==> src/rtl/ycc_pkg.sv <==
// ycc_pkg: shared fixed-point constants for the BT.601 full-range RGB to YCbCr converter
package ycc_pkg;
  localparam int FRAC = 14;
  localparam int ACC_W = 26;
  localparam logic signed [ACC_W-1:0] C_Y_R = 26'sd4899;
  localparam logic signed [ACC_W-1:0] C_Y_G = 26'sd9617;
  localparam logic signed [ACC_W-1:0] C_Y_B = 26'sd1868;
  localparam logic signed [ACC_W-1:0] C_CB_R = -26'sd2765;
  localparam logic signed [ACC_W-1:0] C_CB_G = -26'sd5427;
  localparam logic signed [ACC_W-1:0] C_CB_B = 26'sd8192;
  localparam logic signed [ACC_W-1:0] C_CR_R = 26'sd8192;
  localparam logic signed [ACC_W-1:0] C_CR_G = -26'sd6860;
  localparam logic signed [ACC_W-1:0] C_CR_B = -26'sd1332;
  localparam logic signed [ACC_W-1:0] C_OFS = ACC_W'(128) <<< FRAC;
  localparam logic signed [ACC_W-1:0] C_RND = ACC_W'(1) <<< (FRAC - 1);
endpackage

==> src/rtl/ycc_dot3.sv <==
// ycc_dot3: registered three-term dot product with offset, round-half-up and 0..255 saturation
module ycc_dot3
  import ycc_pkg::*;
#(
  parameter int FRAC = 14,
  parameter logic signed [ACC_W-1:0] CA = '0,
  parameter logic signed [ACC_W-1:0] CB = '0,
  parameter logic signed [ACC_W-1:0] CC = '0,
  parameter logic signed [ACC_W-1:0] OFS = '0
) (
  input  logic       clk,
  input  logic       rst,
  input  logic [7:0] a,
  input  logic [7:0] b,
  input  logic [7:0] c,
  output logic [7:0] y
);
  localparam logic signed [ACC_W-1:0] RND = ACC_W'(1) <<< (FRAC - 1);
  localparam logic [7:0] BLACK = 8'(OFS >>> FRAC);
  logic signed [ACC_W-1:0] pa_d, pb_d, pc_d, pa_q, pb_q, pc_q;
  logic signed [ACC_W-1:0] acc, sh;
  logic [7:0] y_d, y_q;
  // products of zero-extended pixels with the signed coefficients
  always_comb begin
    pa_d = ACC_W'(a) * CA;
    pb_d = ACC_W'(b) * CB;
    pc_d = ACC_W'(c) * CC;
  end
  // sum, offset, round by truncating after adding half, then clamp
  always_comb begin
    acc = pa_q + pb_q + pc_q + OFS + RND;
    sh = acc >>> FRAC;
    y_d = sh < 0 ? 8'd0 : sh > 255 ? 8'd255 : sh[7:0];
  end
  // product and output registers; reset loads the black code of this channel
  always_ff @(posedge clk) begin
    pa_q <= rst ? '0 : pa_d;
    pb_q <= rst ? '0 : pb_d;
    pc_q <= rst ? '0 : pc_d;
    y_q <= rst ? BLACK : y_d;
  end
  assign y = y_q;
endmodule

==> src/rtl/rgb_to_ycbcr.sv <==
// rgb_to_ycbcr: 3-cycle free-running RGB to full-range BT.601 YCbCr converter
module rgb_to_ycbcr
  import ycc_pkg::*;
#(
  parameter int FRAC = ycc_pkg::FRAC
) (
  input  logic       clk,
  input  logic       rst,
  input  logic [8:0] R,
  input  logic [8:0] G,
  input  logic [8:0] B,
  output logic [7:0] Y,
  output logic [7:0] Cb,
  output logic [7:0] Cr
);
  localparam logic signed [ACC_W-1:0] OFS = ACC_W'(128) <<< FRAC;
  logic [7:0] r_d, g_d, b_d, r_q, g_q, b_q;
  // negative inputs clip to zero
  always_comb begin
    r_d = R[8] ? 8'd0 : R[7:0];
    g_d = G[8] ? 8'd0 : G[7:0];
    b_d = B[8] ? 8'd0 : B[7:0];
  end
  // clipped pixel register
  always_ff @(posedge clk) begin
    r_q <= rst ? '0 : r_d;
    g_q <= rst ? '0 : g_d;
    b_q <= rst ? '0 : b_d;
  end
  ycc_dot3 #(.FRAC(FRAC), .CA(C_Y_R), .CB(C_Y_G), .CC(C_Y_B), .OFS('0)) u_y (
    .clk(clk), .rst(rst), .a(r_q), .b(g_q), .c(b_q), .y(Y)
  );
  ycc_dot3 #(.FRAC(FRAC), .CA(C_CB_R), .CB(C_CB_G), .CC(C_CB_B), .OFS(OFS)) u_cb (
    .clk(clk), .rst(rst), .a(r_q), .b(g_q), .c(b_q), .y(Cb)
  );
  ycc_dot3 #(.FRAC(FRAC), .CA(C_CR_R), .CB(C_CR_G), .CC(C_CR_B), .OFS(OFS)) u_cr (
    .clk(clk), .rst(rst), .a(r_q), .b(g_q), .c(b_q), .y(Cr)
  );
endmodule

==> config.mk <==
export PLATFORM = sky130hd
export DESIGN_NAME = rgb_to_ycbcr
export DESIGN_NICKNAME = d
export VERILOG_FILES = /design/src/rtl/ycc_pkg.sv /design/src/rtl/ycc_dot3.sv /design/src/rtl/rgb_to_ycbcr.sv
export SDC_FILE = /design/constraint.sdc
export NUM_CORES = 1
export LEC_CHECK = 0
export CORE_AREA = 2 2 201 203
export CTS_CLUSTER_SIZE = 24
export DETAILED_ROUTE_END_ITERATION = 8
export DIE_AREA = 0 0 203 205
export PLACE_DENSITY = 0.78
export SLEW_MARGIN = 30
export SYNTH_ARGS = -nofsm -noshare
export SYNTH_HDL_FRONTEND = slang
export SYNTH_SLANG_ARGS = --single-unit
==> constraint.sdc <==
create_clock -name clk -period 7.6 [get_ports clk]
set_input_delay 0.76 -clock clk [delete_from_list [all_inputs] [get_ports clk]]
set_output_delay 0.76 -clock clk [all_outputs]
set_load 0.005 [all_outputs]
; ---- Word level (Yosys, flattened, before mapping)
; Cells that the tools add are included.
[classes]
n_addsub = 11
mul = 7
n_div = 0
n_lt_le_gt_ge = 6
n_eq_ne = 0
shift = 0
muxes = 5
n_bitwise = 0
n_reduce_logical = 6
[op_table]
columns = operator, n
row1 = "26-bit by 15-bit adder with 26-bit output, second input constant", 3
row2 = "26-bit by 23-bit adder with 26-bit output, second input constant", 2
row3 = 26-bit adder, 2
row4 = "8-bit by 24-bit multiplier with 24-bit output, second input constant", 2
row5 = 8-bit two-way mux, 5
row6 = "12-bit by 9-bit > comparator with 1-bit output, second input constant", 3
row7 = "12-bit by 1-bit < comparator with 1-bit output, second input constant", 3
row8 = 22-bit by 26-bit adder with 26-bit output, 1
row9 = 26-bit by 20-bit adder with 26-bit output, 1
row10 = 26-bit by 22-bit adder with 26-bit output, 1
row11 = 21-bit by 22-bit adder with 23-bit output, 1
row12 = "9-bit by 14-bit multiplier with 23-bit output, second input constant", 1
row13 = "8-bit by 14-bit multiplier with 22-bit output, second input constant", 1
row14 = "9-bit by 13-bit multiplier with 22-bit output, second input constant", 1
row15 = "8-bit by 13-bit multiplier with 21-bit output, second input constant", 1
row16 = "8-bit by 9-bit multiplier with 17-bit output, second input constant", 1
row17 = 2-bit OR reduction, 6
[word_totals]
ff_bits = 224
latchBits = 0
ram_bits = 0
rom_bits = 0
elab_cells = 52
mem_count = 0

; ---- Logic depth before layout (Yosys ltp)
[logic_depth]
ltp_word = 7
depth_mapped = 20

; ---- By module
; A second synthesis with hierarchy kept.
[unflattened]
cells_unflattened = 2497
hier_area_um2 = 23588.9
[by_module_without_submodules]
columns = mod, n_inst, cells_per_inst, area_per_inst_um2
row1 = ycc_dot3 at u_y, 1, 855, 7787.5
row2 = ycc_dot3 at u_cb, 1, 786, 7538.5
row3 = ycc_dot3 at u_cr, 1, 803, 7464.7
row4 = rgb_to_ycbcr, 1, 53, 798.3

; ---- Least setup slack after synthesis
; OpenSTA, ideal clock, no wires.
[synth_path]
path_type = register to register
from = register g_q[1]
to = register u_cb.pb_q[24]
setup_ns = 0.128
arrival_ns = 4.555
setup_slack_ns = 2.918
stages_incl_launch_ff = 17
path_cell_list = dfxtp_1 ha_1 inv_1 fa_1 inv_1 fa_1 fa_1 ha_1 nand3_1 o211ai_1 o41ai_2 o2111ai_1 o311a_1 a221oi_1 o21ai_1 xnor2_1 nor2_1
[synth_via]
elab_chain_len = 1
[synth_lines]
columns = element, line
row1 = start: declaration, rgb_to_ycbcr.sv:17  ; logic [7:0] r_d, g_d, b_d, r_q, g_q, b_q;
row2 = start signal: assignment, rgb_to_ycbcr.sv:27  ; g_q <= rst ? '0 : g_d;
row3 = 9-bit by 14-bit multiplier with 23-bit output, ycc_dot3.sv:26  ; pb_d = ACC_W'(b) * CB;
row4 = end signal: assignment, ycc_dot3.sv:38  ; pb_q <= rst ? '0 : pb_d;
row5 = end: declaration, ycc_dot3.sv:20  ; logic signed [ACC_W-1:0] pa_d, pb_d, pc_d, pa_q, pb_q, pc_q;
; Every way passes these cells.
; A chain may end at the register's enable or synchronous reset.

; ---- Worst setup path in the final report
; Same ends and word-level chain as after synthesis.

==> impl_metrics.tcl <==
set metrics [dict create \
    combPwrFrac_pct 50.0 \
    min_from "rst" \
    worst_slew_pin_slew_ns 0.728 \
    power_frac_seq_pct 26.6 \
    cts_sinks 202 \
    hold_viol_final 0 \
    area_delta_synth_final_pct 9.04 \
    critPathLaunchType "register" \
    cts_buffer_depth 3 \
    synth_top_area_cell "ha_1" \
    start_util_pct 54.6 \
    p_leak_nw 12.5 \
    ant_nets 0 \
    n_antenna_cell 0 \
    async_reset_ff_share_pct 0 \
    finalNetCount 3017 \
    synth_edf_count 0 \
    finalPower_w 0.00510 \
    synth_nets 2959 \
    die_area_um2 41600 \
    grt_start_max_net_pins 138 \
    portBuffers 52 \
    wl_mm 48.4 \
    cts_root_buf "clkbuf_16" \
    min_period_ns 5.20 \
    htreeDepth 1 \
    tritoncts "built" \
    clk_pin_slew_ns 0.07 \
    r2r_slack_ns 2.40 \
    max_slew_margin_pct 51.4 \
    ys_seq_area_share_pct 18.8 \
    syn_inst 2246 \
    die_h_um 205 \
    postCtsSetupBuffers 0 \
    die_x_um 203 \
    tns_ns 0 \
    p_sw_share_pct 40.0 \
    fp-row-count 73 \
    antenna_found_initial 0 \
    dp_slack_ns 2.37 \
    holdBufCountCts 0 \
    yosys_most_used_dff "dfxtp_1" \
    maxSlewViolCount 0 \
    crit_path_end_kind "register" \
    synth_area_leaders "ha_1 27%, fa_1 21%, dfxtp_1 19%" \
    core_area_um2 39400 \
    power_density_nw_per_um2 217 \
    syn-mean-instance-area_um2 9.58 \
    netSwitchingPower_w 0.00204 \
    drive_gt1_share_pct 3.66 \
    cp_max_fo 12 \
    status "finished, final reports clean" \
    grt_pass1_wl_mm 80.5 \
    rr_startpoint "g_q[1]$_SDFF_PP0_" \
    power.internal_w 0.00306 \
    grt_pass1_vias 16300 \
    cts_resized 0 \
    timing.hold.ws_ns 0.592 \
    via_per_inst 5.32 \
    routedWlPerCell_um 17.0 \
    netlist_area_um2 21500 \
    nFillCells 3299 \
    cts_buffers 24 \
    maxCapViolCount 0 \
    drtPass1Iterations 5 \
    globalRouteOverflowTotal 0 \
    cp.arrival_ns 5.62 \
    setup_slack_ns 2.40 \
    p_clk_share_pct 23.4 \
    required_ns 8.01 \
    synth_top_area_share_pct 26.6 \
    yosysUniqueCellTypes 74 \
    critPathLaunch "g_q[1]$_SDFF_PP0_" \
    finalSetupViolations 0 \
    crit_type "reg -> reg" \
    ir_drop_mv 0.151 \
    routabilityCongestion 0.943 \
    min_path_type "in -> reg" \
    ys_ff_latch 202 \
    synth_warnings 0 \
    clk_latency_ns 0.55 \
    max_freq_ghz 0.192 \
    fin_skew_ns 0.0247 \
    drcViolationCount 0 \
    min_period_over_period_pct 68.5 \
    dr_total_vias 15100 \
    drtIter0Drc 832 \
    num_io_pins 53 \
    rsz0062_at_grt "false" \
    grt.total_usage_pct 24.3 \
    dp_hpwl_mm 40.3 \
]
-- metrics by stage --
stage,std cells,instance area (um2),utilization [%]
after floorplan,2246,21500,-
after global placement,2803,22600,57.5
after detailed placement,2803,22600,57.5
after CTS,2847,23500,59.6
after global routing,2847,23500,59.6
final,2847,23500,59.6
-- kinds of logic after synthesis --
| logic type | after synthesis | synth area share [%] |
|---|---|---|
| adders and majority gates | 684 | 47.7 |
| buffers and inverters | 492 | 8.59 |
| and+or+nand+nor | 457 | 10.5 |
| AOI/OAI and AO/OA | 286 | 9.25 |
| DFF | 202 | 18.8 |
| xor gates and xnor gates | 124 | 5.14 |
| muxes | 1 | 0.0465 |
-- layer usage --
layer	track usage, %	routed length, um
met3	2.83	2130
met1	31.1	21400
met5	0	0
met4	8.06	1540
met2	42.6	23300
-- registers in the layout (all words and copies together), names as in the netlist --
name / flops
u_cb.y: 8
u_y.pb_q: 22
u_cr.pb_q: 21
g_q: 8
u_y.pa_q: 21
u_y.pc_q: 17
u_cb.pb_q: 21
u_cr.pc_q: 19
u_cr.y: 8
u_cr.pa_q: 7
u_y.y: 8
r_q: 8
b_q: 8
u_cb.pc_q: 7
u_cb.pa_q: 19
-- path summary, 6_finish.rpt --
| kind | end | cells past startpoint |
|---|---|---|
| min | u_cr.pc_q[13]$_SDFF_PP0_ | 2 |
| max reg2reg | u_cb.pb_q[24]$_SDFF_PP0_ | 16 |
| max | u_cb.pb_q[24]$_SDFF_PP0_ | 16 |
| min reg2reg | u_cb.pc_q[15]$_SDFF_PP0_ | 1 |
-- power by group through the flow --
stage | Sequential (W) | Combinational [W] | Clock (W)
global route | 0.00137 | 0.00291 | 0.00126
global placement | 0.00138 | 0.00244 | 0
CTS | 0.00136 | 0.00256 | 0.00122
finish | 0.00136 | 0.00255 | 0.00120
floorplan | 0.00134 | 0.00191 | 0
detailed placement | 0.00138 | 0.00253 | 0
-- worst max-delay path, stage by stage, from the launching register on --
cell	delay [ns]
dfxtp_1	0.70
ha_1	0.52
inv_1	0.22
fa_1	0.57
inv_1	0.05
fa_1	0.46
fa_1	0.49
ha_1	0.38
nand3_1	0.12
o211ai_1	0.13
o41ai_2	0.36
o2111ai_1	0.19
o311a_1	0.17
a221oi_1	0.35
o21ai_1	0.14
xnor2_1	0.17
nor2_1	0.05
-- layout make-up --
cell class              instances  area, um2  area share (%)
flip-flops and latches        202       4040            17.2
inverters                     471       1770            7.54
clock buffers                  31        667            2.84
clock inverters                13        159           0.678
well taps                     525        657            2.80
multi-input cells            1552      15600            66.6
repair buffers                 53        542            2.31
-- cell usage in the layout, fill, tap and decap left out, types with 14 or more instances in the layout --
cell type / count
inv_1: 471
ha_1: 457
fa_1: 227
dfxtp_1: 202
nor2_1: 172
a21oi_1: 83
xnor2_1: 77
clkdlybuf4s50_1: 51
nor3_1: 50
nand2_1: 50
xor2_1: 46
nand3_1: 37
o21ai_0: 36
nor2b_1: 36
and2_1: 30
a21o_1: 27
clkbuf_16: 24
nand2b_1: 18
o21bai_1: 17
or2_2: 15
a211oi_1: 14
and3_1: 14
-- Yosys cell counts, types with 15 or more instances --
cell type / instances
inv_1: 471
ha_1: 457
fa_1: 227
dfxtp_1: 202
nor2_1: 172
a21oi_1: 83
xnor2_1: 77
nand2_1: 50
nor3_1: 50
xor2_1: 46
nand3_1: 37
nor2b_1: 36
o21ai_0: 36
and2_1: 30
a21o_1: 27
nand2b_1: 18
o21bai_1: 17
clkbuf_1: 16
or2_2: 15
Note: power is estimated with default switching activity, not from simulation.
